--- src/rtl/wb_port_arbiter.sv ---
// Round-robin writeback port arbiter: picks one requester per cycle and registers its result.
// Optional WB_ARB_X0_DROP_EN: requests to register x0 are accepted and dropped outside arbitration.
module wb_port_arbiter #(
    parameter int embedded = 1,
    parameter int wb_depth = 16,
    parameter int num_req  = 3,
    localparam int raddr_w  = (embedded != 0) ? 4 : 5,
    localparam int wb_tag_w = ($clog2(wb_depth) < 1) ? 1 : $clog2(wb_depth)
) (
    input  logic                         clk,
    input  logic                         rst,
    input  logic                         Stall,
    input  logic [num_req-1:0]           ReqValid,
    output logic [num_req-1:0]           ReqReady,
    input  logic [num_req*raddr_w-1:0]   ReqAddr,
    input  logic [num_req*wb_tag_w-1:0]  ReqTag,
    input  logic [num_req*32-1:0]        ReqData,
    output logic [raddr_w-1:0]           WbAddr,
    output logic [wb_tag_w-1:0]          WbTag,
    output logic [31:0]                  WbData,
    output logic                         WbValid
);

    localparam int ptr_w = ($clog2(num_req) < 1) ? 1 : $clog2(num_req);

    logic [ptr_w-1:0]    r_rrPtr;
    logic                r_wbValid;
    logic [raddr_w-1:0]  r_wbAddr;
    logic [wb_tag_w-1:0] r_wbTag;
    logic [31:0]         r_wbData;

    logic                w_open;
    logic [num_req-1:0]  w_arbReq;
    logic [num_req-1:0]  w_dropReady;
    logic [num_req-1:0]  w_grant;
    logic                w_anyGrant;
    logic [ptr_w-1:0]    w_grantIdx;
    logic [ptr_w-1:0]    w_nextPtr;
    logic [raddr_w-1:0]  w_selAddr;
    logic [wb_tag_w-1:0] w_selTag;
    logic [31:0]         w_selData;

    // Nothing is accepted while held in reset or stalled.
    assign w_open = rst & ~Stall;

`ifdef WB_ARB_X0_DROP_EN
    logic [num_req-1:0] w_isX0;

    always_comb begin
        w_isX0 = '0;
        for (int i = 0; i < num_req; i++) begin
            w_isX0[i] = (ReqAddr[i*raddr_w +: raddr_w] == '0);
        end
    end

    assign w_arbReq    = ReqValid & ~w_isX0 & {num_req{w_open}};
    assign w_dropReady = ReqValid &  w_isX0 & {num_req{w_open}};
`else
    assign w_arbReq    = ReqValid & {num_req{w_open}};
    assign w_dropReady = '0;
`endif

    // Search starts at the pointer and wraps; the first eligible requester wins.
    always_comb begin
        int idx;
        w_grant    = '0;
        w_anyGrant = 1'b0;
        w_grantIdx = '0;
        w_selAddr  = '0;
        w_selTag   = '0;
        w_selData  = '0;
        for (int k = 0; k < num_req; k++) begin
            idx = int'(r_rrPtr) + k;
            if (idx >= num_req) begin
                idx = idx - num_req;
            end
            if (!w_anyGrant && w_arbReq[idx]) begin
                w_anyGrant   = 1'b1;
                w_grantIdx   = ptr_w'(idx);
                w_grant[idx] = 1'b1;
                w_selAddr    = ReqAddr[idx*raddr_w +: raddr_w];
                w_selTag     = ReqTag[idx*wb_tag_w +: wb_tag_w];
                w_selData    = ReqData[idx*32 +: 32];
            end
        end
    end

    assign w_nextPtr = (w_grantIdx == ptr_w'(num_req - 1)) ? '0 : w_grantIdx + 1'b1;
    assign ReqReady  = w_grant | w_dropReady;

    always_ff @(posedge clk) begin
        if (!rst) begin
            r_rrPtr   <= '0;
            r_wbValid <= 1'b0;
            r_wbAddr  <= '0;
            r_wbTag   <= '0;
            r_wbData  <= '0;
        end else if (w_anyGrant) begin
            r_rrPtr   <= w_nextPtr;
            r_wbValid <= 1'b1;
            r_wbAddr  <= w_selAddr;
            r_wbTag   <= w_selTag;
            r_wbData  <= w_selData;
        end else begin
            r_wbValid <= 1'b0;
            r_wbAddr  <= '0;
            r_wbTag   <= '0;
            r_wbData  <= '0;
        end
    end

    assign WbValid = r_wbValid;
    assign WbAddr  = r_wbAddr;
    assign WbTag   = r_wbTag;
    assign WbData  = r_wbData;

endmodule
--- config.mk ---
export PLATFORM = sky130hd
export DESIGN_NAME = wb_port_arbiter
export DESIGN_NICKNAME = d
export VERILOG_FILES = /design/src/rtl/wb_port_arbiter.sv
export SDC_FILE = /design/constraint.sdc
export NUM_CORES = 1
export LEC_CHECK = 0
export BUFFER_PORTS_ARGS = -buffer_cell sky130_fd_sc_hd__buf_4
export CORE_MARGIN = 10
export CORE_UTILIZATION = 30
export CTS_BUF_LIST = sky130_fd_sc_hd__clkbuf_8 sky130_fd_sc_hd__clkbuf_16
export CTS_CLUSTER_DIAMETER = 120
export DETAILED_ROUTE_END_ITERATION = 8
export SYNTH_ARGS = -nofsm -noshare
export SYNTH_HDL_FRONTEND = slang
export SYNTH_SLANG_ARGS = --single-unit
--- constraint.sdc ---
create_clock -name clk -period 3.3 [get_ports clk]
set_clock_uncertainty 0.05 [all_clocks]
set_input_delay 0.165 -clock clk [delete_from_list [all_inputs] [get_ports clk]]
set_output_delay 0.165 -clock clk [all_outputs]
set_load 0.01 [all_outputs]
==> results.sh, run 1 <==
export IMPL_status="complete, no violations"
export IMPL_fin_tns_setup_ns=0
export IMPL_ys_warn_count=0
export IMPL_p_per_area_nw_per_um2=446
export IMPL_start_util_pct=30.8
export IMPL_min_period_over_period_pct=92.3
export IMPL_dpl_hpwl_um=13700
export IMPL_grt_ovfl_total=0
export IMPL_syn_area_per_cell_um2=8.65
export IMPL_wirelength_um=20100
export IMPL_syn_to_final_growth_pct=33.0
export IMPL_die_x_um=146
export IMPL_dp_cells=876
export IMPL_finalPower_mw=2.82
export IMPL_grt_max_degree=72
export IMPL_ios=170
export IMPL_cts_buffers=5
export IMPL_synth_cell_types=46
export IMPL_fmax_mhz=328
export IMPL_timing_hold_ws_ns=0.0985
export IMPL_end_kind="primary output"
export IMPL_rsz0062_at_grt="false"
export IMPL_num_vias=5354
export IMPL_relSlewSlack_pct=33.4
export IMPL_final_hold_violation_count=0
export IMPL_synth_seq_cells=43
export IMPL_ir_drop_uv=211
export IMPL_slowest_delay_ns=0.46
export IMPL_start_kind="flip-flop"
export IMPL_cp_common_cell="buf_4"
export IMPL_cellLeakagePower_nw=2.28
export IMPL_dieArea_um2=21200
export IMPL_wire_per_inst_um=22.8
export IMPL_grt_pass1_vias=5608
export IMPL_cp_data_arrival_time_ns=2.83
export IMPL_drv_cap=0
export IMPL_setup_viol=0
export IMPL_cts_buffer_depth=2
export IMPL_syn_nets=680
export IMPL_clk_insertion_delay_late_ns=0.30
export IMPL_diodes=0
export IMPL_nets=804
export IMPL_final_cells=882
export IMPL_path_class="flip-flop to primary output"
export IMPL_synth_seq_area_share_pct=18.2
export IMPL_drc_errors=0
export IMPL_core_area_um2=15400
export IMPL_syn_inst=548
export IMPL_antenna_found_initial=0
export IMPL_cpMaxStageDelayCell="ha_4"
export IMPL_gp_congestion=0.795
export IMPL_cp_cell_sequence="inv_1 > ha_4 > buf_4 > clkinv_1 > a31o_2 > o21bai_2 > buf_4"
export IMPL_crit_required_ns=3.08
export IMPL_final_antenna_net_count=0
export IMPL_drv_slew=0
export IMPL_rows=45
export IMPL_port_buffers=169
export IMPL_cp_max_fo=15
export IMPL_track_usage_pct=17.7
export IMPL_path_clk_slew_ns=0.06
export IMPL_first_iter_violations=528
export IMPL_htree_levels=2
export IMPL_cts_root_buf="clkbuf_16"
export IMPL_period_needed_ns=3.05
export IMPL_first_pass_iters=7
export IMPL_die_y_um=146
export IMPL_tightest_slew_ns=0.998
export IMPL_cts_tree="built"
export IMPL_worst_slack_ns=0.255
export IMPL_avgViaCountPerCell=6.07
export IMPL_cts_sinks=43
export IMPL_post_cts_buffers=0
export IMPL_grt_pass1_wl_um=30900
export IMPL_hold_path_class="primary input to flip-flop"
export IMPL_place_ws_ns=0.328
export IMPL_drive_above_1_share_pct=32.8
export IMPL_syn_area_um2=4740
stage by stage:
stage                     util [%]  instance area (um^2)
final                         41.0                  6310
after global routing          41.0                  6310
after CTS                     40.8                  6280
after detailed placement      40.0                  6150
after global placement        40.0                  6150
after floorplan                  -                  4740
registers in the layout (all words and copies together), names as in the netlist:
| signal | flops |
|---|---|
| r_rrPtr | 2 |
| WbData | 32 |
| WbValid | 1 |
| WbAddr | 4 |
| WbTag | 4 |
cell type report:
class	count	area (um^2)
Multi-Input combinational cell	428	3590
Timing Repair Buffer	189	1440
Tap cell	211	264
Sequential cell	43	861
Clock buffer	5	125
Clock inverter	1	3.75
Inverter	5	18.8
Fill cell	1507	9060
cells in the final DEF (no fill, tap or decap), types with 3 or more instances in the layout:
master     netlist  final
a2111oi_0       32     32
a21oi_1         40     40
a221o_1          9      9
a32oi_1         31     31
and2_1           4      3
buf_4            1    187
clkbuf_16        0      5
dfxtp_1         43     43
ha_4             0      3
inv_1            4      4
mux2_2           9      9
mux2i_1        114    114
nand2_1         41     41
o21ai_0         19     19
o2bb2ai_1       93     93
worst max-delay path, delay by kind of cell, from the launching register on:
family	cells	cell delay (ns)
buffers and inverters	4	1.07
AO/OA/AOI/OAI	2	0.55
adder cells (fa/ha/maj)	1	0.46
flip-flops	1	0.45
cells by family after synthesis:
family	share of synthesized area [%]
muxes	26.5
AOI/OAI and AO/OA	39.6
and+or+nand+nor	6.65
adders and majority gates	1.58
buffers and inverters	7.47
DFF	18.2
power by group:
group          internal (mW)  total, mW  switching (mW)
Combinational          0.743       1.65           0.903
Sequential             0.627      0.670          0.0429
Clock                  0.270      0.500           0.229
Total                   1.64       2.82            1.17
cells in the mapped netlist (all sizes together):
library cell | n | share of area (%)
mux2i | 114 | 24
o2bb2ai | 93 | 17
clkbuf | 43 | 3.4
dfxtp | 43 | 18
nand2 | 41 | 3.2
a21oi | 40 | 4.2
a2111oi | 32 | 5.9
a32oi | 31 | 5.7
buf | 29 | 3.6
o21ai | 19 | 2.0
mux2 | 10 | 2.5
a221o | 9 | 1.9
ha | 6 | 1.6
and2 | 4 | 0.53
inv | 4 | 0.32
nand3b | 2 | 0.40
nor3 | 2 | 0.21
nor3b | 2 | 0.42
nor4 | 2 | 0.26
o31a | 2 | 0.37
o32ai | 2 | 0.77
or3 | 2 | 0.26
a222oi | 1 | 0.21
a22o | 1 | 0.18
a22oi | 1 | 0.16
a31o | 1 | 0.18
and3 | 1 | 0.13
and3b | 1 | 0.18
clkinv | 1 | 0.079
nand2b | 1 | 0.13
nor2 | 1 | 0.079
nor2b | 1 | 0.13
nor4b | 1 | 0.50
o21bai | 1 | 0.24
o311ai | 1 | 0.18
o31ai | 1 | 0.16
o32a | 1 | 0.21
or4 | 1 | 0.16
timing repair:
action | in CTS | in global routing
setup endpoints to repair | 0 | 3
resized for setup | 0 | 6
hold buffers | 0 | 0
worst paths after layout:
check / start / slack (ns) / end / cells past startpoint
max: r_rrPtr[1]$_SDFFE_PN0P_ / 0.25 / ReqReady[1] / 7
min: rst / 0.1 / r_rrPtr[1]$_SDFFE_PN0P_ / 2
max reg2reg: r_rrPtr[1]$_SDFFE_PN0P_ / 0.32 / WbTag[2]$_SDFF_PN0_ / 7
min reg2reg: r_rrPtr[0]$_SDFFE_PN0P_ / 0.60 / r_rrPtr[0]$_SDFFE_PN0P_ / 3
metal layers:
layer	wire (um)	vias to the layer above	track usage [%]
li1	-	2473	-
met1	8660	2574	22.0
met2	9430	273	28.7
met3	1730	34	4.91
met4	330	0	6.02
met5	0	-	0
Power figures use the tool's default switching activity.
==> run 2, diff against run 1 <==
--- a/config.mk
+++ b/config.mk
@@ -5,12 +5,13 @@
 export SDC_FILE = /design/constraint.sdc
 export NUM_CORES = 1
 export LEC_CHECK = 0
-export BUFFER_PORTS_ARGS = -buffer_cell sky130_fd_sc_hd__buf_4
 export CORE_MARGIN = 10
 export CORE_UTILIZATION = 30
 export CTS_BUF_LIST = sky130_fd_sc_hd__clkbuf_8 sky130_fd_sc_hd__clkbuf_16
 export CTS_CLUSTER_DIAMETER = 120
 export DETAILED_ROUTE_END_ITERATION = 8
+export DONT_BUFFER_PORTS = 1
 export SYNTH_ARGS = -nofsm -noshare
 export SYNTH_HDL_FRONTEND = slang
 export SYNTH_SLANG_ARGS = --single-unit
+export TNS_END_PERCENT = 10
==> run 2 against run 1 <==
Effect of this change:
- via count down 9.5%
- cell count is 18% lower
- count of clock-buffer cells in the layout did not move
- cell area fell by 19%
- fmax down 2.2%
- clock power increased by 4%
- core utilization decreased by 8.0 points
- die area is the same
- largest cell class unchanged
- highest routed layer unchanged
==> results.sh, run 2 (synthesis gave the netlist of run 1 again) <==
export IMPL_avgViaCountPerCell=6.71
export IMPL_first_pass_iters=5
export IMPL_dieArea_um2=21200
export IMPL_period_needed_ns=3.12
export IMPL_htree_levels=2
export IMPL_final_cell_area_um2=5080
export IMPL_start_util_pct=30.8
export IMPL_crit_required_ns=3.08
export IMPL_drv_cap=0
export IMPL_diodes=0
export IMPL_syn_to_final_growth_pct=7.10
export IMPL_min_period_over_period_pct=94.4
export IMPL_drc_errors=0
export IMPL_cp_max_fo=34
export IMPL_dpl_hpwl_um=13100
export IMPL_wirelength_um=19900
export IMPL_path_clk_slew_ns=0.07
export IMPL_track_usage_pct=17.4
export IMPL_multiInputGateArea_um2=3570
export IMPL_cp_data_arrival_time_ns=2.90
export IMPL_status="complete, no violations"
export IMPL_fmax_mhz=321
export IMPL_clk_insertion_delay_late_ns=0.30
export IMPL_num_vias=4846
export IMPL_drv_slew=0
export IMPL_port_buffers=0
export IMPL_grt_pass1_wl_um=29800
export IMPL_antenna_found_initial=0
export IMPL_min_path_cells=3
export IMPL_path_class="flip-flop to primary output"
export IMPL_die_x_um=146
export IMPL_ios=170
export IMPL_die_y_um=146
export IMPL_start_kind="flip-flop"
export IMPL_tightest_slew_ns=0.951
export IMPL_cts_sinks=43
export IMPL_post_cts_buffers=0
export IMPL_grt_ovfl_total=0
export IMPL_cts_tree="built"
export IMPL_ir_drop_uv=207
export IMPL_setup_viol=0
export IMPL_cts_root_buf="clkbuf_16"
export IMPL_rows=45
export IMPL_regArea_um2=861
export IMPL_gp_congestion=0.810
export IMPL_final_common_cell="mux2i_1"
export IMPL_end_kind="primary output"
export IMPL_final_antenna_net_count=0
export IMPL_first_iter_violations=482
export IMPL_rsz0062_at_grt="false"
export IMPL_nets=642
export IMPL_drive_above_1_share_pct=11.2
export IMPL_n_fill_cell=1574
export IMPL_final_hold_violation_count=0
export IMPL_relSlewSlack_pct=36.6
export IMPL_fin_tns_setup_ns=0
export IMPL_cts_buffers=5
export IMPL_wire_per_inst_um=27.5
export IMPL_p_per_area_nw_per_um2=500
export IMPL_cts_buffer_depth=2
export IMPL_hold_path_class="primary input to flip-flop"
export IMPL_core_area_um2=15400
export IMPL_worst_r2r_path_depth=7
export IMPL_final_cell_mix="mux2i_1, o2bb2ai_1, dfxtp_1"
export IMPL_largest_reg_flops=32
export IMPL_grt_pass1_vias=4923
export IMPL_cellLeakagePower_nw=1.49
export IMPL_placed_area_um2=4930
export IMPL_grt_max_degree=43
run 2: changes by cell type in the layout (fill, tap and decap cells not counted), sizes merged:
| cell | change |
|---|---|
| buf | -163 |
| clkinv | +1 |
| dlygate4sd3 | +1 |
| inv | +1 |
run 2: worst paths after layout:
| check | slack [ns] | from | to |
|---|---|---|---|
| setup / recovery | 0.18 | r_rrPtr[1]$_SDFFE_PN0P_ | ReqReady[0] |
| hold / removal | 0.06 | rst | r_rrPtr[0]$_SDFFE_PN0P_ |
| setup reg to reg | 0.36 | r_rrPtr[1]$_SDFFE_PN0P_ | WbTag[1]$_SDFF_PN0_ |
| hold reg to reg | 0.62 | r_rrPtr[0]$_SDFFE_PN0P_ | r_rrPtr[0]$_SDFFE_PN0P_ |
run 2: through the flow:
step           instances  util [%]  total power, mW  hold slack (ns)  worst slack (ns)
2_1_floorplan        548         -             1.68            0.243             0.927
3_3_place_gp         713      32.0             1.98            0.255             0.426
3_5_place_dp         713      32.0             2.02            0.249             0.408
4_1_cts              722      33.0             2.55           0.0341             0.121
5_1_grt              722      33.0             2.68           0.0590            0.0100
6_report             722      33.0             2.54           0.0567             0.185
run 2: cell type report:
type                            instances  share of cell area (%)
Timing Repair Buffer                   27                    4.36
Tap cell                              211                    5.20
Inverter                                5                   0.370
Clock buffer                            5                    2.46
Clock inverter                          3                   0.246
Sequential cell                        43                    17.0
Multi-Input combinational cell        428                    70.4
run 2: power breakdown:
part           switching, mW  internal, mW
clock                  0.243         0.275
sequential             0.112         0.629
combinational          0.752         0.529
total                   1.11          1.43
run 2: repair_timing:
action                                  CTS  global route
hold buffers                              1             0
endpoints found under the setup margin    0             1
hold endpoints to repair                  1             0
resized for setup                         0             1
run 2: per-layer routing:
layer  global-route usage [%]  share of wire (%)  vias to the layer above
met4                     5.06                1.3                        0
li1                         -                  -                     2149
met2                     28.8                 48                      258
met3                     6.64                 11                       20
met5                        0                  0                        -
met1                     20.2                 39                     2419
run 2: critical path, cell delays in order, from the launching register on:
cell,delay (ns)
dfxtp_1,0.44
inv_1,0.19
ha_4,0.45
mux2i_1,0.17
o32ai_4,0.46
buf_4,0.43
and2_1,0.18
o31a_1,0.25
==> run 3, diff against run 2 <==
--- a/config.mk
+++ b/config.mk
@@ -5,12 +5,14 @@
 export SDC_FILE = /design/constraint.sdc
 export NUM_CORES = 1
 export LEC_CHECK = 0
+export ABC_AREA = 1
 export CORE_MARGIN = 10
 export CORE_UTILIZATION = 30
 export CTS_BUF_LIST = sky130_fd_sc_hd__clkbuf_8 sky130_fd_sc_hd__clkbuf_16
 export CTS_CLUSTER_DIAMETER = 120
 export DETAILED_ROUTE_END_ITERATION = 8
 export DONT_BUFFER_PORTS = 1
+export SLEW_MARGIN = 20
 export SYNTH_ARGS = -nofsm -noshare
 export SYNTH_HDL_FRONTEND = slang
 export SYNTH_SLANG_ARGS = --single-unit
==> run 3 against run 2 <==
Effect of this change:
- critical endpoint is now ReqReady[1]
- via count increased by 9.9%
- worst hold slack got worse by 0.034 ns
- fmax increased by 7.5%
- non-clock buffer count decreased by 12
- flip-flop and latch count unchanged
- core utilization decreased by 1.3 points
- sequential share of layout area increased by 1.6 points
- critical path type unchanged
==> results.sh, run 3 <==
export IMPL_p_sw_share_pct=55.0
export IMPL_fin_tns_setup_ns=0
export IMPL_num_vias=5327
export IMPL_synth_top_family_by_area="compound AO/OA/AOI/OAI gates"
export IMPL_htree_levels=2
export IMPL_drt_met1_wl_um=7240
export IMPL_port_buffers=0
export IMPL_cp_data_arrival_time_ns=2.68
export IMPL_fmax_mhz=345
export IMPL_ff2ff_setup_slack_ns=0.55
export IMPL_cts_buffer_depth=2
export IMPL_final_cell_mix="nand2_1, a21oi_1, o21ai_0"
export IMPL_avgViaCountPerCell=6.01
export IMPL_synth_most_common_cell="nand2_1"
export IMPL_min_path_cells=2
export IMPL_worstSetupStartpoint="r_rrPtr[1]$_SDFFE_PN0P_"
export IMPL_period_needed_ns=2.90
export IMPL_grt_ovfl_total=0
export IMPL_synthAdderAreaFrac_pct=1.68
export IMPL_first_pass_iters=5
export IMPL_timing_rr_start="r_rrPtr[0]$_SDFFE_PN0P_"
export IMPL_ys_async_sr_fraction_pct=0
export IMPL_ys_flop_type="dfxtp_1"
export IMPL_dp_cells=879
export IMPL_cts_tree="built"
export IMPL_synth_xor_xnor_area_share_pct=0
export IMPL_syn_inst=753
export IMPL_cellLeakagePower_nw=1.82
export IMPL_synth_seq_cells=43
export IMPL_drv_slew=0
export IMPL_synthTopCellsByCount="nand2_1, a21oi_1, o21ai_0, nand3_1, clkbuf_1"
export IMPL_synth_edf_count=0
export IMPL_final_cells=886
export IMPL_relSlewSlack_pct=38.1
export IMPL_dr_wl_met3_um=1810
export IMPL_worst_r2r_path_depth=8
export IMPL_muxShareOfSynthArea_pct=0
export IMPL_drc_errors=0
export IMPL_placed_area_um2=4490
export IMPL_grt_pass1_vias=4881
export IMPL_largest_reg_flops=32
export IMPL_syn_area_per_cell_um2=5.94
export IMPL_tightest_slew_ns=0.929
export IMPL_die_x_um=142
export IMPL_nets=835
export IMPL_final_hold_violation_count=0
export IMPL_first_iter_violations=603
export IMPL_track_usage_pct=16.6
export IMPL_crit_required_ns=3.08
export IMPL_path_clk_slew_ns=0.07
export IMPL_dr_max_layer_used="met4"
export IMPL_wl_met2_um=8480
export IMPL_grt_pass1_wl_um=27600
export IMPL_syn_nets=885
export IMPL_end_kind="primary output"
export IMPL_final_core_util_pct=31.7
export IMPL_start_util_pct=30.7
export IMPL_clock_power_share_pct=11.2
export IMPL_start_kind="flip-flop"
export IMPL_multiInputGateArea_um2=3100
export IMPL_cts_buffers=5
export IMPL_dieArea_um2=20200
export IMPL_post_cts_buffers=0
export IMPL_final_common_cell="nand2_1"
export IMPL_p_sw_mw=2.46
export IMPL_antenna_found_initial=0
export IMPL_gp_congestion=0.826
export IMPL_die_y_um=142
export IMPL_core_area_um2=14600
export IMPL_p_comb_share_pct=67.1
export IMPL_min_to="WbData[5]$_SDFF_PN0_"
export IMPL_yosysTopAreaCellShare_pct=19.2
export IMPL_setup_viol=0
export IMPL_p_per_area_nw_per_um2=964
export IMPL_wirelength_um=17800
export IMPL_p_int_mw=2.01
export IMPL_rows=44
export IMPL_synth_top_cell_by_area="dfxtp_1"
export IMPL_drive_above_1_share_pct=6.70
export IMPL_grt_max_degree=89
export IMPL_cts_sinks=43
export IMPL_drv_cap=0
export IMPL_synth_seq_area_share_pct=19.2
export IMPL_cp_max_fo=25
export IMPL_ir_drop_uv=510
export IMPL_diodes=0
export IMPL_wire_per_inst_um=20.1
export IMPL_path_class="flip-flop to primary output"
export IMPL_hold_path_startpoint="ReqData[37]"
export IMPL_r2r_end="WbData[6]$_SDFF_PN0_"
export IMPL_cts_root_buf="clkbuf_16"
export IMPL_synth_cell_types=31
export IMPL_n_fill_cell=1570
export IMPL_hold_path_class="primary input to flip-flop"
export IMPL_synth_simple_area_share_pct=24.5
export IMPL_clk_insertion_delay_late_ns=0.30
export IMPL_ys_warn_count=0
export IMPL_synth_area_leaders="dfxtp_1, a21oi_1, o21ai_0"
export IMPL_dpl_hpwl_um=11700
export IMPL_min_period_over_period_pct=87.9
export IMPL_regArea_um2=861
export IMPL_seq_power_share_pct=21.8
export IMPL_syn_to_final_growth_pct=3.47
export IMPL_synth_compound_area_share_pct=42.4
export IMPL_rsz0062_at_grt="false"
export IMPL_status="complete, no violations"
export IMPL_final_antenna_net_count=0
export IMPL_ios=170
export IMPL_final_cell_area_um2=4630
export IMPL_syn_area_um2=4480
-- run 3: cells by family after synthesis --
family                     count (synthesis)
DFF                                       43
buffers and inverters                    123
adders and majority gates                  6
and+or+nand+nor                          253
AOI/OAI and AO/OA                        328
-- run 3: timing repair --
item                      in CTS  in global routing
hold endpoints to repair       2                  0
hold buffers                   1                  0
resized for setup              0                  0
-- run 3: power groups by stage --
stage	logic (mW)	clock network [mW]	registers [mW]
floorplan	2.43	0	0.933
detailed placement	2.96	0	0.994
global route	3.38	0.525	0.996
finish	2.99	0.498	0.972
global placement	2.95	0	0.998
CTS	2.98	0.512	0.985
-- run 3: area by class of cell --
class | instances | share of cell area [%]
well taps | 184 | 4.97
clock inverters | 1 | 0.0811
clock buffers | 5 | 2.70
flip-flops and latches | 43 | 18.6
repair buffers | 15 | 2.49
inverters | 51 | 4.27
multi-input cells | 587 | 66.9
-- run 3: metrics by stage --
step / worst slack [ns] / hold slack (ns) / total power [mW]
after global routing: 0.114 / 0.0516 / 4.90
after global placement: 0.613 / 0.229 / 3.95
after floorplan: 1.27 / 0.219 / 3.36
after CTS: 0.343 / 0.0156 / 4.47
final: 0.401 / 0.0224 / 4.46
after detailed placement: 0.582 / 0.229 / 3.96
-- run 3: worst max-delay path: stages, from the launching register on --
cell and delay [ns]:
dfxtp_1 0.37, inv_1 0.17, ha_2 0.58, nand2_1 0.14
nand3_1 0.12, nand2_2 0.08, nor2_4 0.17, nand2_4 0.17
inv_4 0.31, nand2_1 0.10, nand2_1 0.14
-- run 3: per-layer routing --
| layer | vias to the layer above | global-route usage [%] |
|---|---|---|
| li1 | 2573 | - |
| met3 | 22 | 5.34 |
| met4 | 0 | 5.38 |
| met1 | 2480 | 21.1 |
| met5 | - | 0 |
| met2 | 252 | 25.8 |
-- run 3: how the worst max path moves through the flow --
stage                       endpoint  slack [ns]
6_report                 ReqReady[1]        0.40
5_1_grt                  ReqReady[1]        0.11
4_1_cts                  ReqReady[1]        0.34
3_5_place_dp    WbData[6]$_SDFF_PN0_        0.58
3_3_place_gp   WbData[19]$_SDFF_PN0_        0.61
2_1_floorplan            ReqReady[0]        1.27
